### src/rtl/gpr_scoreboard_pkg.sv
// Shared constants and types for the GPR write scoreboard.
// Holds GPR file geometry, the r0 index and the hazard-cause encoding.
// No logic; imported by the scoreboard and by debug trace consumers.
package gpr_scoreboard_pkg;

    localparam int GPR_NUM = 32;
    localparam int GPR_AW  = 5;

    // r0 reads as zero and is never a real write target.
    localparam logic [GPR_AW-1:0] GPR_R0 = '0;

    // Hazard causes; the value doubles as the bit index in the hazard vector.
    typedef enum logic [1:0] {
        HZ_RAW_A = 2'd0,
        HZ_RAW_B = 2'd1,
        HZ_WAW   = 2'd2,
        HZ_FULL  = 2'd3
    } hz_cause_e;

    localparam int HZ_NUM = 4;

    // One-hot decode of a register address.
    function automatic logic [GPR_NUM-1:0] gpr_onehot(input logic [GPR_AW-1:0] addr);
        logic [GPR_NUM-1:0] v;
        v       = '0;
        v[addr] = 1'b1;
        return v;
    endfunction

endpackage

### src/rtl/gpr_scoreboard.sv
// Tracks GPRs awaiting a long-latency write-back and stalls dependent ID issue.
// Latency: stall is combinational (0 cycles); pending/outstanding/busy/wb_err update on the next clk edge.
// Backpressure: stall holds ID on RAW/WAW/FULL hazards; write-back is never back-pressured.
//
// Ports:
//   clk, reset                  single clock, synchronous active-high reset
//   rs_*/rt_*                   ID source operands and their use flags
//   issue_valid/long/waddr      ID instruction and its long-latency destination
//   flush                       kills the ID instruction this cycle
//   wb_valid/wb_waddr           long-latency write-back retiring a register
//   stall                       combinational ID hold
//   busy                        registered: at least one write outstanding
//   wb_err                      sticky: bad write-back (r0, non-pending, or counter empty)
//   stall_cycles                stall counter, only when GPR_SB_STATS_EN is defined
module gpr_scoreboard
    import gpr_scoreboard_pkg::*;
#(
    parameter int LONG_MAX = 4
) (
    input  logic              clk,
    input  logic              reset,
    input  logic [GPR_AW-1:0] rs_addr,
    input  logic              rs_used,
    input  logic [GPR_AW-1:0] rt_addr,
    input  logic              rt_used,
    input  logic              issue_valid,
    input  logic              issue_long,
    input  logic [GPR_AW-1:0] issue_waddr,
    input  logic              flush,
    input  logic              wb_valid,
    input  logic [GPR_AW-1:0] wb_waddr,
    output logic              stall,
    output logic              busy,
`ifdef GPR_SB_STATS_EN
    output logic              wb_err,
    output logic [31:0]       stall_cycles
`else
    output logic              wb_err
`endif
);

    localparam logic [3:0] LONG_MAX_C = 4'(LONG_MAX);

    logic [GPR_NUM-1:0] r_pending;
    logic [3:0]         r_outstanding;
    logic               r_busy;
    logic               r_wb_err;

    logic [GPR_NUM-1:0] w_wb_hot;
    logic [GPR_NUM-1:0] w_eff_pending;
    logic               w_wb_dec;
    logic [3:0]         w_out_eff;
    logic [HZ_NUM-1:0]  w_hz;
    logic               w_id_live;
    logic               w_stall;
    logic               w_accept;
    logic               w_wb_bad;
    logic [GPR_NUM-1:0] w_pending_nxt;
    logic [3:0]         w_out_nxt;

    // A same-cycle write-back is treated as retired: the bypass forwards it.
    assign w_wb_hot      = wb_valid ? gpr_onehot(wb_waddr) : '0;
    assign w_eff_pending = r_pending & ~w_wb_hot;

    // Decrement only when something is outstanding so the counter never wraps;
    // this also keeps a stray write-back from faking a FULL match at LONG_MAX=15.
    assign w_wb_dec  = wb_valid & (r_outstanding != 4'd0);
    assign w_out_eff = r_outstanding - {3'd0, w_wb_dec};

    always_comb begin
        w_hz           = '0;
        w_hz[HZ_RAW_A] = rs_used & (rs_addr != GPR_R0) & w_eff_pending[rs_addr];
        w_hz[HZ_RAW_B] = rt_used & (rt_addr != GPR_R0) & w_eff_pending[rt_addr];
        w_hz[HZ_WAW]   = issue_long & (issue_waddr != GPR_R0) & w_eff_pending[issue_waddr];
        w_hz[HZ_FULL]  = issue_long & (w_out_eff == LONG_MAX_C);
    end

    assign w_id_live = issue_valid & ~flush;
    assign w_stall   = w_id_live & (|w_hz);
    assign w_accept  = w_id_live & ~w_stall & issue_long & (issue_waddr != GPR_R0);

    assign w_wb_bad = wb_valid & ((wb_waddr == GPR_R0) | ~r_pending[wb_waddr] |
                                  (r_outstanding == 4'd0));

    // Clear on write-back first, then set on accept so a same-register
    // retire-and-reissue leaves the bit set. r0 is forced clear.
    always_comb begin
        w_pending_nxt = r_pending & ~w_wb_hot;
        if (w_accept) begin
            w_pending_nxt = w_pending_nxt | gpr_onehot(issue_waddr);
        end
        w_pending_nxt[GPR_R0] = 1'b0;
    end

    assign w_out_nxt = r_outstanding + {3'd0, w_accept} - {3'd0, w_wb_dec};

    always_ff @(posedge clk) begin
        if (reset) begin
            r_pending     <= '0;
            r_outstanding <= 4'd0;
            r_busy        <= 1'b0;
            r_wb_err      <= 1'b0;
        end else begin
            r_pending     <= w_pending_nxt;
            r_outstanding <= w_out_nxt;
            r_busy        <= (w_out_nxt != 4'd0);
            if (w_wb_bad) begin
                r_wb_err <= 1'b1;
            end
        end
    end

`ifdef GPR_SB_STATS_EN
    logic [31:0] r_stall_cycles;

    always_ff @(posedge clk) begin
        if (reset) begin
            r_stall_cycles <= 32'd0;
        end else if (w_stall) begin
            r_stall_cycles <= r_stall_cycles + 32'd1;
        end
    end

    assign stall_cycles = r_stall_cycles;
`endif

    assign stall  = w_stall;
    assign busy   = r_busy;
    assign wb_err = r_wb_err;

endmodule

### config.mk
export PLATFORM = sky130hd
export DESIGN_NAME = gpr_scoreboard
export DESIGN_NICKNAME = d
export VERILOG_FILES = /design/src/rtl/gpr_scoreboard_pkg.sv /design/src/rtl/gpr_scoreboard.sv
export SDC_FILE = /design/constraint.sdc
export NUM_CORES = 1
export LEC_CHECK = 0
export BUFFER_PORTS_ARGS = -buffer_cell sky130_fd_sc_hd__buf_4
export CAP_MARGIN = 15
export CORE_AREA = 2 2 119 121
export CTS_CLUSTER_SIZE = 16
export DETAILED_ROUTE_END_ITERATION = 10
export DIE_AREA = 0 0 121 123
export PLACE_DENSITY = 0.44
export SYNTH_ARGS = -nofsm -noshare
export SYNTH_HDL_FRONTEND = slang
export SYNTH_SLANG_ARGS = --single-unit
### constraint.sdc
create_clock -name clk -period 9.1 [get_ports clk]
set_input_delay 1.82 -clock clk [delete_from_list [all_inputs] [get_ports clk]]
set_output_delay 1.82 -clock clk [all_outputs]
set_load 0.005 [all_outputs]
# After elaboration in Yosys (flattened, before gate mapping)
# Index checks and enable logic that the tools add are counted.
# W data, S select, Z words.
dict set report totals {
  output_inout_bits 3
  input_bits 28
  register_bits 38
}
dict set report op_classes {
  mux 14
  n_bitwise 22
  add_sub_neg 3
  n_lt_le_gt_ge 6
  reduce_logical 10
  eq_ne 1
}
# cell count
set ops {}
lappend ops {{$mux W32} 2}
lappend ops {{$and A32 B32 Y32} 1}
lappend ops {{$not A32 Y32} 1}
lappend ops {{$or A32 B32 Y32} 1}
lappend ops {{$lt A5 B6 Y1 const B} 4}
lappend ops {{$bmux W1 S5} 4}
lappend ops {{$reduce_bool A5 Y1} 3}
lappend ops {{$and A1 B1 Y1} 14}
lappend ops {{$demux W1 S5} 2}
lappend ops {{$ge A5 B1 Y1 const B} 2}
lappend ops {{$reduce_bool A4 Y1} 2}
lappend ops {{$sub A4 B1 Y4} 2}
lappend ops {{$mux W1} 6}
lappend ops {{$logic_not A5 Y1} 1}
lappend ops {{$add A4 B1 Y4} 1}
lappend ops {{$eq A4 B3 Y1 const B} 1}
lappend ops {{$logic_not A4 Y1} 1}
lappend ops {{$reduce_or A4 Y1} 1}
lappend ops {{$not A1 Y1} 3}
lappend ops {{$logic_and A1 B1 Y1} 2}
lappend ops {{$or A1 B1 Y1} 2}

# Depth between registers and ports, before layout
dict set report logic_depth {
  ltp_word 19
  depth_mapped 17
}

# Least setup slack after synthesis
# OpenSTA, ideal clock, no wires.
dict set report synth_path {
  kind {in2reg}
  from {input port wb_waddr[4]}
  to {register r_busy, in the netlist busy}
  stages 17
  arrival_time_ps 5500
  setup_time_ps 134
  path_buffers 2
  path_slack_ps 3466
  cell_sequence {buf_6 or4b_4 buf_6 o2111a_1 a2111oi_2 a2111oi_1 a32oi_1 nand4_1 or4_1 ha_1 inv_1 ha_1 inv_1 fa_1 xnor2_1 nor2_1 or4_1}
}
dict set report synth_via {
  elab_chain_cells 19
  word_cells_on_any_way 26
  cone_classes {2 x add/sub; 2 x order compare; 9 x mux; 10 x bitwise; 3 x reduce/logical}
}
# item line_no
set synth_lines {}
lappend synth_lines {{start, declared} gpr_scoreboard.sv:31} ;# input logic [GPR_AW-1:0] wb_waddr,
lappend synth_lines {{$lt A5 B6 Y1 (not written as such) or $ge A5 B1 Y1 (tied branches)} gpr_scoreboard_pkg.sv:26} ;# v[addr] = 1'b1;
lappend synth_lines {{$logic_and A1 B1 Y1 (not written as such)} gpr_scoreboard_pkg.sv:26}
lappend synth_lines {{$mux W1 (not written as such)} gpr_scoreboard_pkg.sv:26}
lappend synth_lines {{$demux W1 S5 *} gpr_scoreboard_pkg.sv:26}
lappend synth_lines {{$mux W32 *} gpr_scoreboard.sv:62} ;# assign w_wb_hot = wb_valid ? gpr_onehot(wb_waddr) : '0;
lappend synth_lines {{$not A32 Y32 *} gpr_scoreboard.sv:63} ;# assign w_eff_pending = r_pending & ~w_wb_hot;
lappend synth_lines {{$and A32 B32 Y32 *} gpr_scoreboard.sv:63}
lappend synth_lines {{$bmux W1 S5 (on tied branches)} {gpr_scoreboard.sv:72, gpr_scoreboard.sv:73, gpr_scoreboard.sv:74}}
lappend synth_lines {{$mux W1 (on tied branches)} {gpr_scoreboard.sv:72, gpr_scoreboard.sv:73, gpr_scoreboard.sv:74}}
lappend synth_lines {{$and A1 B1 Y1 (on tied branches)} {gpr_scoreboard.sv:72, gpr_scoreboard.sv:73, gpr_scoreboard.sv:74}}
lappend synth_lines {{$reduce_or A4 Y1 *} gpr_scoreboard.sv:79} ;# assign w_stall = w_id_live & (|w_hz);
lappend synth_lines {{$and A1 B1 Y1 *} gpr_scoreboard.sv:79}
lappend synth_lines {{$not A1 Y1 *} gpr_scoreboard.sv:80} ;# assign w_accept = w_id_live & ~w_stall & issue_long & (issue_waddr != GPR_R0);
lappend synth_lines {{$and A1 B1 Y1 * (3 in a row)} gpr_scoreboard.sv:80}
lappend synth_lines {{$add A4 B1 Y4 *} gpr_scoreboard.sv:95} ;# assign w_out_nxt = r_outstanding + {3'd0, w_accept} - {3'd0, w_wb_dec};
lappend synth_lines {{$sub A4 B1 Y4 *} gpr_scoreboard.sv:95}
lappend synth_lines {{$reduce_bool A4 Y1 *} gpr_scoreboard.sv:106} ;# r_busy <= (w_out_nxt != 4'd0);
lappend synth_lines {{end signal, assigned} gpr_scoreboard.sv:106}
lappend synth_lines {{end, declared} gpr_scoreboard.sv:46} ;# logic r_busy;
# Every way passes the cells marked *; elsewhere a longest branch is shown, timed or not. The select of a mux whose other input is x is not followed.
# A chain may end at the register's enable or synchronous reset.

# Worst setup path in the final report
dict set report layout_path {
  from {input port wb_waddr[0]}
  to {output port stall}
}
dict set report layout_via {
  elab_chain_cells 12
  word_cells_on_any_way 19
  cone_classes {2 x order compare; 9 x mux; 6 x bitwise; 2 x reduce/logical}
}
# item line_no
set layout_lines {}
lappend layout_lines {{$lt A5 B6 Y1 (not written as such) or $ge A5 B1 Y1 (tied branches)} gpr_scoreboard_pkg.sv:26}
lappend layout_lines {{$logic_and A1 B1 Y1 (not written as such)} gpr_scoreboard_pkg.sv:26}
lappend layout_lines {{$mux W1 (not written as such)} gpr_scoreboard_pkg.sv:26}
lappend layout_lines {{$demux W1 S5 *} gpr_scoreboard_pkg.sv:26}
lappend layout_lines {{$mux W32 *} gpr_scoreboard.sv:62}
lappend layout_lines {{$not A32 Y32 *} gpr_scoreboard.sv:63}
lappend layout_lines {{$and A32 B32 Y32 *} gpr_scoreboard.sv:63}
lappend layout_lines {{$bmux W1 S5 (on tied branches)} {gpr_scoreboard.sv:72, gpr_scoreboard.sv:73, gpr_scoreboard.sv:74}}
lappend layout_lines {{$mux W1 (on tied branches)} {gpr_scoreboard.sv:72, gpr_scoreboard.sv:73, gpr_scoreboard.sv:74}}
lappend layout_lines {{$and A1 B1 Y1 (on tied branches)} {gpr_scoreboard.sv:72, gpr_scoreboard.sv:73, gpr_scoreboard.sv:74}}
lappend layout_lines {{$reduce_or A4 Y1 *} gpr_scoreboard.sv:79}
lappend layout_lines {{$and A1 B1 Y1 *} gpr_scoreboard.sv:79}
lappend layout_lines {{end, declared} gpr_scoreboard.sv:32} ;# output logic stall,
# Marked as above.

==> impl_metrics.tcl <==
set metrics [dict create \
    post_drt_wl_per_cell_um 22.02 \
    synthArstFlopShare_pct 0 \
    utilization_pct 27.77 \
    dp_hpwl_um 9625 \
    synth_area_per_cell_um2 8.099 \
    grt_pass1_vias 3455 \
    skew_ns 0.008390 \
    grt_max_degree 41 \
    crit_required_ns 7.28 \
    slew_viol_final 0 \
    cts_setup_buffers 0 \
    core_um2 13610 \
    ir_worst_vdd_mv 0.06423 \
    antenna_found_initial 0 \
    path_max_fanout 17 \
    period_needed_ns 6.433 \
    die_w_um 121 \
    seq_area_frac_synth_pct 22.31 \
    cts_tree "yes" \
    crit_top_cell "buf_4" \
    setup_viol 0 \
    worst_pin_slew_ns 0.6724 \
    critPathMaxStageDelay_ns 0.63 \
    totalWireLength_um 13040 \
    ys.flop_type "dfxtp_1" \
    synthCells 410 \
    ys_warn_count 0 \
    clock_sinks 37 \
    vias 3526 \
    drive_gt1_share_pct 14.81 \
    crit_path_start_kind "primary input" \
    crit_family "compound AO/OA/AOI/OAI gates" \
    grtUsageMet3_pct 3.598 \
    initial_core_util_pct 24.40 \
    fmax_mhz 155.4 \
    clk_path_buf_depth 2 \
    cts_buffers 5 \
    port_buffers 30 \
    synth_area_um2 3321 \
    cts-resized-gates 0 \
    pre_cts_slack_ns 2.580 \
    end_kind "primary output" \
    status "complete, no violations" \
    ys_types 70 \
    ys_ff_latch 37 \
    syn_to_final_growth_pct 13.83 \
    fin_crit_sh_pct 70.70 \
    crit_chain "buf_4 -> nand2b_1 -> o21ai_0 -> o22ai_1 -> a311oi_1 -> a41o_1 -> nand4_1 -> o21a_1 -> buf_4" \
    maxCapViolCount 0 \
    met2_usage_pct 26.30 \
    via_per_inst 5.956 \
    synth_compound_area_share_pct 30.29 \
    boundaryPins 31 \
    drt-initial-drc-count 331 \
    drt_first_pass_iters 5 \
    grt_remaining_overflow 0 \
    clk_latency_ns 0.29 \
    ant_nets 0 \
    worst_slack_ns 2.667 \
    grt_use_total_pct 17.80 \
    busiest_layer "met2" \
    clk_pin_slew_ns 0.07 \
    die_area_um2 14880 \
    leakage_nw 1.221 \
    yosys.area_share.xor_xnor_pct 1.055 \
    arrival_ns 4.61 \
    worst-path-buf-inv 2 \
    yosys-top-cells-area "dfxtp_1 (22%), mux4_2 (6.8%), o22ai_1 (5.1%)" \
    slowest_stage "o21ai_0" \
    hp-class "reg2reg" \
    synth_fa_ha_area_share_pct 3.617 \
    fp.dieH_um 123 \
    cts_root_buffer "clkbuf_16" \
    hold_viol_final 0 \
    rsz0062_at_grt "no" \
    cts_hold_buf 0 \
    drc 0 \
    ys_top_cells_by_count "dfxtp_1 (37), nand2_1 (32), o22ai_1 (27), clkbuf_1 (26), nor2_1 (24)" \
    yosysMostFrequentCell "dfxtp_1" \
    muxShareOfSynthArea_pct 10.44 \
    synth-edff-count 0 \
    synth-simple-area-share_pct 25.70 \
    n_antenna_cell 0 \
    rows 43 \
    path_class "in2out" \
    use_met1_pct 24.65 \
    synthesis.nets 447 \
    power_density_nw_per_um2 148.3 \
    fin_nets 448 \
    htreeDepth 2 \
    synth_top_area_share_pct 22.31 \
    final.setup.tns_ns 0 \
    synth_top_family_by_area "compound AO/OA/AOI/OAI gates" \
    synth_top_area_cell "dfxtp_1" \
    place_congestion 0.9717 \
    grt_pass1_wl_um 20210 \
    relSlewSlack_pct 54.60 \
]
-- cell usage in the layout, fill, tap and decap left out, types with 8 or more instances in the layout --
cell,n
o21ai_1,18
dfxtp_1,37
o211ai_1,14
o22ai_1,27
ha_1,8
o21ai_0,11
buf_4,30
inv_1,14
nor2b_1,10
nand4_1,10
nand2_1,32
nand2b_1,9
or4_1,8
nand3_1,13
a21oi_1,11
nor2_1,24
mux2i_1,11
mux4_2,10
-- where the power goes --
| group | switching, mW | internal (mW) |
|---|---|---|
| registers | 0.00664 | 0.173 |
| logic | 0.101 | 0.0737 |
| clock network | 0.0758 | 0.130 |
| total | 0.184 | 0.377 |
-- worst register-to-register path, stage by stage, from the launching register on --
cell and delay [ns]:
dfxtp_1 0.36, mux2i_1 0.22, nor2_1 0.10, a2111oi_2 0.40, a2111oi_1 0.18, a32oi_1 0.17
nand4_1 0.28, or4_1 0.59, ha_1 0.28, inv_1 0.05, ha_1 0.15, inv_1 0.05
fa_1 0.37, xnor2_1 0.17, nor2_1 0.06, or4_1 0.53
-- state kept, by name, summed over array words and instances, names as in the netlist --
| signal | flops |
|---|---|
| r_outstanding | 4 |
| wb_err | 1 |
| busy | 1 |
| r_pending | 31 |
-- metal layers --
layer | share of wire, % | routed length [um] | vias to the layer above
met2 | 44 | 5751 | 181
met1 | 43 | 5607 | 1706
li1 | - | - | 1612
met3 | 9.1 | 1190 | 27
met5 | 0 | 0 | -
met4 | 3.7 | 488 | 0
-- area by class of cell --
type	count	area, um^2
Fill cell	1460	9832
Multi-Input combinational cell	322	2361
Sequential cell	37	740.7
Timing Repair Buffer	30	225.2
Tap cell	180	225.2
Clock buffer	5	125.1
Inverter	15	56.30
Clock inverter	3	46.29
-- final timing paths --
kind	from	endpoint	slack, ns	cells past startpoint
setup / recovery	wb_waddr[0]	stall	2.67	9
hold / removal	wb_err	wb_err	0.48	2
setup reg to reg	r_pending[13]	busy	5.03	15
hold reg to reg	wb_err	wb_err	0.48	2
-- logic make-up (layout without fill, tap and decap cells) --
family | Yosys count | after routing
xor gates and xnor gates | 4 | 4
and+or+nand+nor | 149 | 149
muxes | 22 | 22
buffers and inverters | 51 | 53
DFF | 37 | 37
AOI/OAI and AO/OA | 138 | 138
adders and majority gates | 9 | 9
-- metrics by stage --
step	area [um^2]	power, mW	cells	hold WS (ns)
floorplan	3321	0.3086	410	0.4598
global placement	3608	0.3582	584	0.4596
detailed placement	3608	0.3596	584	0.4794
CTS	3780	0.5637	592	0.4950
global route	3780	0.5952	592	0.5290
finish	3780	0.5606	592	0.4830
Power figures use the tool's default switching activity.
